===== config.mk =====
export PLATFORM = sky130hd
export DESIGN_NAME = uart_fx_packet_engine
export DESIGN_NICKNAME = d
export VERILOG_FILES = /design/src/rtl/uart_fx_packet_engine.sv
export SDC_FILE = /design/constraint.sdc
export NUM_CORES = 1
export LEC_CHECK = 0
export CORE_MARGIN = 4
export CORE_UTILIZATION = 57
export CTS_CLUSTER_SIZE = 10
export DETAILED_ROUTE_END_ITERATION = 12
export DONT_BUFFER_PORTS = 1
export GPL_ROUTABILITY_DRIVEN = 0
export MAX_ROUTING_LAYER = met4
export PLACE_DENSITY = 0.75
export SKIP_LAST_GASP = 1
export SYNTH_ARGS = -nofsm -noshare
export SYNTH_HDL_FRONTEND = slang
export SYNTH_SLANG_ARGS = --single-unit

===== constraint.sdc =====
create_clock -name i_clk -period 2.4 [get_ports i_clk]
set_input_delay 0.24 -clock i_clk [delete_from_list [all_inputs] [get_ports i_clk]]
set_output_delay 0.24 -clock i_clk [all_outputs]
set_load 0.01 [all_outputs]

===== src/rtl/uart_fx_packet_engine.sv =====
// rtl/uart_fx_packet_engine.sv - UART byte-stream packet engine with per-packet effect and buffered echo
module uart_fx_packet_engine #(
  parameter logic [7:0] HEADER_BYTE = 8'hAA,
  parameter int         PAYLOAD_LEN = 4,
  parameter int         FIFO_DEPTH  = 16
) (
  input  logic                                         i_clk,
  input  logic                                         i_rst_n,
  input  logic                                         i_rx_dv,
  input  logic [7:0]                                   i_rx_byte,
  output logic                                         o_tx_dv,
  output logic [7:0]                                   o_tx_byte,
  input  logic                                         i_tx_active,
  input  logic                                         i_tx_done,
  input  logic [1:0]                                   i_mode,
  input  logic [7:0]                                   i_clip_level,
  input  logic [2:0]                                   i_crush_bits,
  output logic                                         o_overflow,
  output logic [$clog2(FIFO_DEPTH/PAYLOAD_LEN):0]      o_pkt_pending,
  output logic                                         o_busy
);
  localparam int AW   = $clog2(FIFO_DEPTH);
  localparam int PTRW = AW + 1;
  localparam int PW   = $clog2(FIFO_DEPTH / PAYLOAD_LEN) + 1;
  localparam logic [7:0] LAST_IDX = 8'(PAYLOAD_LEN - 1);
  localparam logic [7:0] LEN8     = 8'(PAYLOAD_LEN);

  typedef enum logic {RX_WAIT_HDR, RX_PAYLOAD} rx_state_t;
  typedef enum logic [2:0] {TX_IDLE, TX_HDR, TX_WAIT_HDR, TX_DATA, TX_WAIT_DATA} tx_state_t;

  rx_state_t rx_state_q, rx_state_d;
  tx_state_t tx_state_q, tx_state_d;
  logic [7:0]      rx_cnt_q, rx_cnt_d, tx_cnt_q, tx_cnt_d;
  logic [1:0]      mode_q, mode_d;
  logic [7:0]      clip_q, clip_d, tx_byte_q, tx_byte_d;
  logic [2:0]      crush_q, crush_d;
  logic [PTRW-1:0] wr_ptr_q, wr_ptr_d, pkt_start_q, pkt_start_d, rd_ptr_q, rd_ptr_d;
  logic [PW-1:0]   pending_q, pending_d;
  logic            done_prev_q, overflow_q, overflow_d;
  logic [7:0]      mem_q [FIFO_DEPTH];
  logic            push, commit, tx_start, tx_dv, fifo_full, done_rise, is_hdr;
  logic [7:0]      fx_byte;

  // Extra MSB on the pointers separates full from empty.
  assign fifo_full = (wr_ptr_q[AW] != rd_ptr_q[AW]) && (wr_ptr_q[AW-1:0] == rd_ptr_q[AW-1:0]);
  assign done_rise = i_tx_done && !done_prev_q;
  assign is_hdr    = i_rx_dv && (i_rx_byte == HEADER_BYTE);

  always_comb begin
    fx_byte = i_rx_byte;
    case (mode_q)
      2'd1:    fx_byte = (i_rx_byte > clip_q) ? clip_q : i_rx_byte;
      2'd2:    fx_byte = i_rx_byte & (8'hFF << crush_q);
      2'd3:    fx_byte = 8'hFF - i_rx_byte;
      default: fx_byte = i_rx_byte;
    endcase
  end

  always_comb begin
    rx_state_d = rx_state_q;
    case (rx_state_q)
      RX_WAIT_HDR: if (is_hdr) rx_state_d = RX_PAYLOAD;
      RX_PAYLOAD:  if (i_rx_dv && (fifo_full || rx_cnt_q == LAST_IDX)) rx_state_d = RX_WAIT_HDR;
      default:     rx_state_d = RX_WAIT_HDR;
    endcase
  end

  always_comb begin
    rx_cnt_d    = rx_cnt_q;
    mode_d      = mode_q;
    clip_d      = clip_q;
    crush_d     = crush_q;
    wr_ptr_d    = wr_ptr_q;
    pkt_start_d = pkt_start_q;
    push        = 1'b0;
    commit      = 1'b0;
    overflow_d  = 1'b0;
    if (rx_state_q == RX_WAIT_HDR) begin
      if (is_hdr) begin
        rx_cnt_d = 8'd0;
        mode_d   = i_mode;
        clip_d   = i_clip_level;
        crush_d  = i_crush_bits;
      end
    end else if (i_rx_dv) begin
      if (fifo_full) begin
        // Abort: discard the partial packet, committed packets stay intact.
        wr_ptr_d   = pkt_start_q;
        overflow_d = 1'b1;
      end else begin
        push     = 1'b1;
        wr_ptr_d = wr_ptr_q + PTRW'(1);
        rx_cnt_d = rx_cnt_q + 8'd1;
        if (rx_cnt_q == LAST_IDX) begin
          commit      = 1'b1;
          pkt_start_d = wr_ptr_q + PTRW'(1);
        end
      end
    end
  end

  always_comb begin
    tx_state_d = tx_state_q;
    case (tx_state_q)
      TX_IDLE:      if (pending_q != '0) tx_state_d = TX_HDR;
      TX_HDR:       if (!i_tx_active) tx_state_d = TX_WAIT_HDR;
      TX_WAIT_HDR:  if (done_rise) tx_state_d = TX_DATA;
      TX_DATA:      if (!i_tx_active) tx_state_d = TX_WAIT_DATA;
      TX_WAIT_DATA: if (done_rise) tx_state_d = (tx_cnt_q == LEN8) ? TX_IDLE : TX_DATA;
      default:      tx_state_d = TX_IDLE;
    endcase
  end

  always_comb begin
    tx_start  = (tx_state_q == TX_IDLE) && (pending_q != '0);
    tx_dv     = 1'b0;
    tx_byte_d = tx_byte_q;
    tx_cnt_d  = tx_start ? 8'd0 : tx_cnt_q;
    rd_ptr_d  = rd_ptr_q;
    if (tx_state_q == TX_HDR && !i_tx_active) begin
      tx_dv     = 1'b1;
      tx_byte_d = HEADER_BYTE;
    end else if (tx_state_q == TX_DATA && !i_tx_active) begin
      tx_dv     = 1'b1;
      tx_byte_d = mem_q[rd_ptr_q[AW-1:0]];
      rd_ptr_d  = rd_ptr_q + PTRW'(1);
      tx_cnt_d  = tx_cnt_q + 8'd1;
    end
  end

  always_comb begin
    pending_d = pending_q;
    case ({commit, tx_start})
      2'b10:   pending_d = pending_q + PW'(1);
      2'b01:   pending_d = pending_q - PW'(1);
      default: pending_d = pending_q;
    endcase
  end

  always_ff @(posedge i_clk) begin
    if (!i_rst_n) begin
      rx_state_q  <= RX_WAIT_HDR;
      tx_state_q  <= TX_IDLE;
      rx_cnt_q    <= 8'd0;
      tx_cnt_q    <= 8'd0;
      mode_q      <= 2'd0;
      clip_q      <= 8'd0;
      crush_q     <= 3'd0;
      wr_ptr_q    <= '0;
      pkt_start_q <= '0;
      rd_ptr_q    <= '0;
      pending_q   <= '0;
      done_prev_q <= 1'b0;
      overflow_q  <= 1'b0;
      tx_byte_q   <= 8'h00;
    end else begin
      rx_state_q  <= rx_state_d;
      tx_state_q  <= tx_state_d;
      rx_cnt_q    <= rx_cnt_d;
      tx_cnt_q    <= tx_cnt_d;
      mode_q      <= mode_d;
      clip_q      <= clip_d;
      crush_q     <= crush_d;
      wr_ptr_q    <= wr_ptr_d;
      pkt_start_q <= pkt_start_d;
      rd_ptr_q    <= rd_ptr_d;
      pending_q   <= pending_d;
      done_prev_q <= i_tx_done;
      overflow_q  <= overflow_d;
      tx_byte_q   <= tx_byte_d;
    end
  end

  always_ff @(posedge i_clk) begin
    if (push) mem_q[wr_ptr_q[AW-1:0]] <= fx_byte;
  end

  assign o_tx_dv       = tx_dv;
  assign o_tx_byte     = tx_byte_d;
  assign o_overflow    = overflow_q;
  assign o_pkt_pending = pending_q;
  assign o_busy        = (rx_state_q != RX_WAIT_HDR) || (tx_state_q != TX_IDLE);
endmodule

==> run summary <==
status = finished with violations
failing checks = negative setup slack
GRT Total Usage = 23.8%
Synth area leader = edfxtp_1
Period minus WS final = 2.50 ns
most numerous cell in the Yosys netlist = edfxtp_1
syn_area_per_cell = 13.2 um^2
CTS tree = done
setup tns final = -0.102 ns
HP Start = i_rx_dv
initial core utilization = 59.2%
WP data required = 2.16 ns
Place WS = -0.446 ns
RSZ-0062 raised after global routing = yes
Worst Tran Pin Value = 0.943 ns
Post-Route Skew = 0.0103 ns
Crit Path Category = flop to output port
Final Max Slew Viols = 0
Design Area, Final = 9970 um^2
IO Pins = 40
final period utilization = 104%
H-tree Lvls = 4
Post-synth EDFFs = 128
Initial DRC Count = 498
Final HPWL DP = 12,100 um
vias in the first global route = 5,446
depth of the most critical reg-to-reg path = 11
Antenna diodes = 0
fraction of layout cells with a size suffix above 1 = 23.4%
Worst Hold Depth = 2
filler-free cell count of the finished design = 893
CP endpoint kind = output port
Worst EP arrival = 2.26 ns
Peak VDD IR = 0.000535 V
Placement Cell Area = 8870 um^2
DRC viols = 0
dominant cells by area after synthesis = edfxtp_1 (46%), dfxtp_1 (16%), mux4_2 (6.5%), mux2i_1 (5.3%), nor2_1 (2.8%)
Sw Pwr = 0.00132 W
row count = 43
Hold Crit Class = input port to flop
Rel. slew slack = 36.9%
root buf cell = clkbuf_16
first-pass GRT wire length = 29,100 um
Hold EP = rx_state_q$_SDFF_PN0_
Int Power = 0.00510 W
Cell Area, Synth = 8340 um^2
CP Cell Sequence = buf_4, nor4bb_4, buf_4, nand2_2, nor2_2, a222oi_1, nand2_1
Flop pwr share = 55.3%
pin count of the biggest net entering global routing = 31
area grow syn2layout = 19.5%
Die ar. = 16,600 um^2
sequential area share after synthesis = 61.7%
die height = 129 um
total routed wirelength = 18,800 um
Async SR Flop Fraction = 0%
fmax = 0.400 GHz
Reg-to-Reg End = mem_q[4][6]$_DFFE_PP_
drt first pass iters = 5
clk_lat worst skew = 0.43 ns
Num CTS Buffers = 17
final setup fails = 1
maxcap violations = 0
Die Wd = 129 um
combinational share of power = 2.8%
clock power share = 42.0%
crit-path most repeated cell = buf_4
slowest CP cell = a222oi_1
Pleak = 3.43 nW
share of the synthesized area in the top cell type = 46.1%
sw frac = 20.5%
Syn Inst Count = 630
clk buf depth = 2
input/output buffers = 0
Final ANT Viol Nets = 0
CP max FO = 5
GR Overflow Total = 0
core area = 14,100 um^2
initial antenna violation count = 0
Yosys cell types = 55
placed insts = 832
Ys Warns = 0
critical path's top delay family = simple AND/OR/NAND/NOR gates
Worst R2R Setup Slack = 0.08 ns
Reg clk slew, reported paths = 0.07 ns
RR Startpoint = clip_q[1]$_SDFFE_PN0P_
Post-layout nets = 744
wire length per cell = 21.1 um
Clock Sinks = 193
prevailing post-synth register cell = edfxtp_1
Mapped Nets = 674
Buf/Inv on CP = 2
routed vias = 5,416
pwr dens = 644 nW/um^2
Final Hold Viols = 0
vias per cell = 6.06
startpoint types = flop
Yosys reg bits = 193
setup ws final = -0.102 ns
synth cell count leaders = edfxtp_1 (128), dfxtp_1 (65), nor2_1 (63)
largest stage delay on the critical path = 0.48 ns
## power groups by stage
stage / clock (W) / combinational [W] / sequential (W)
4_1_cts: 0.00272 / 0.000160 / 0.00355
3_3_place_gp: 0 / 0.000115 / 0.00362
5_1_grt: 0.00290 / 0.000192 / 0.00355
3_5_place_dp: 0 / 0.000123 / 0.00362
2_1_floorplan: 0 / 0.0000782 / 0.00363
6_report: 0.00269 / 0.000179 / 0.00355
## through the flow
stage / power [W] / util (%) / hold slack (ns)
3_5_place_dp: 0.00375 / 62.9 / 0.372
3_3_place_gp: 0.00374 / 62.9 / 0.361
5_1_grt: 0.00664 / 70.7 / 0.0652
6_report: 0.00642 / 70.7 / 0.0727
4_1_cts: 0.00643 / 69.3 / 0.0525
2_1_floorplan: 0.00370 / - / 0.362
## kinds of logic after synthesis
group	share of synthesized area [%]
multiplexers	11.8
buffers and inverters	2.70
XOR/XNOR	2.94
AND/OR/NAND/NOR	11.9
AO/OA/AOI/OAI	6.24
flip-flops	61.7
adder cells (fa/ha/maj)	2.79
## worst max-delay path by stage
stage,startpoint,endpoint,slack (ns),cells after the start
3_3_place_gp,clip_q[2]$_SDFFE_PN0P_,mem_q[12][1]$_DFFE_PP_,-0.26,8
4_1_cts,flop,o_tx_byte[4],-0.03,4
2_1_floorplan,clip_q[2]$_SDFFE_PN0P_,mem_q[0][0]$_DFFE_PP_,-0.20,7
3_5_place_dp,clip_q[2]$_SDFFE_PN0P_,mem_q[12][7]$_DFFE_PP_,-0.45,8
5_1_grt,tx_state_q[1]$_SDFFE_PN0P_,o_tx_byte[4],-0.21,7
6_report,tx_state_q[1]$_SDFFE_PN0P_,o_tx_byte[4],-0.10,7
## cells in the final DEF (no fill, tap or decap), drive strengths merged, types with 5 or more instances in the layout
cell / count
a211oi: 18
a21oi: 21
a22oi: 8
and2: 14
and3: 18
buf: 64
clkbuf: 19
clkinv: 5
clkinvlp: 6
dfxtp: 65
dlygate4sd3: 16
edfxtp: 128
ha: 17
inv: 23
mux2i: 44
mux4: 24
nand2: 36
nand3: 14
nand4: 12
nor2: 63
nor2b: 7
nor3: 7
o21ai: 9
xnor2: 14
xor2: 14
## registers in the layout, indices dropped and copies added, names as in the netlist, named ones only
name / flops
wr_ptr_q: 5
crush_q: 3
o_pkt_pending: 3
mem_q: 128
rx_state_q: 1
done_prev_q: 1
mode_q: 2
clip_q: 8
tx_cnt_q: 8
pkt_start_q: 5
rx_cnt_q: 8
rd_ptr_q: 5
tx_state_q: 3
tx_byte_q: 8
o_overflow: 1
## routing by layer
layer	track usage (%)	vias to the layer above	routed length, um
met5	-	-	0
met4	5.93	0	278
met3	6.43	32	1210
met2	37.9	188	9600
met1	30.7	2707	7750
li1	-	2489	-
## area by class of cell
class                   instances  area (um^2)
flip-flops and latches        193         5160
fillers                       891         4130
multi-input cells             385         3180
repair buffers                 81          761
clock buffers                  19          453
well taps                     180          225
clock inverters                13          113
inverters                      22         82.6
## timing repair
| action | in CTS | in global routing |
|---|---|---|
| setup endpoints to repair | 56 | 138 |
| endpoints found under the hold margin | 29 | 0 |
| hold buffers | 16 | 0 |
| buffers inserted | 5 | 7 |
| gates cloned | 1 | 1 |
| resized for setup | 17 | 28 |
| pin swaps | 7 | 11 |
No activity file was read; power rests on OpenSTA's default activity.
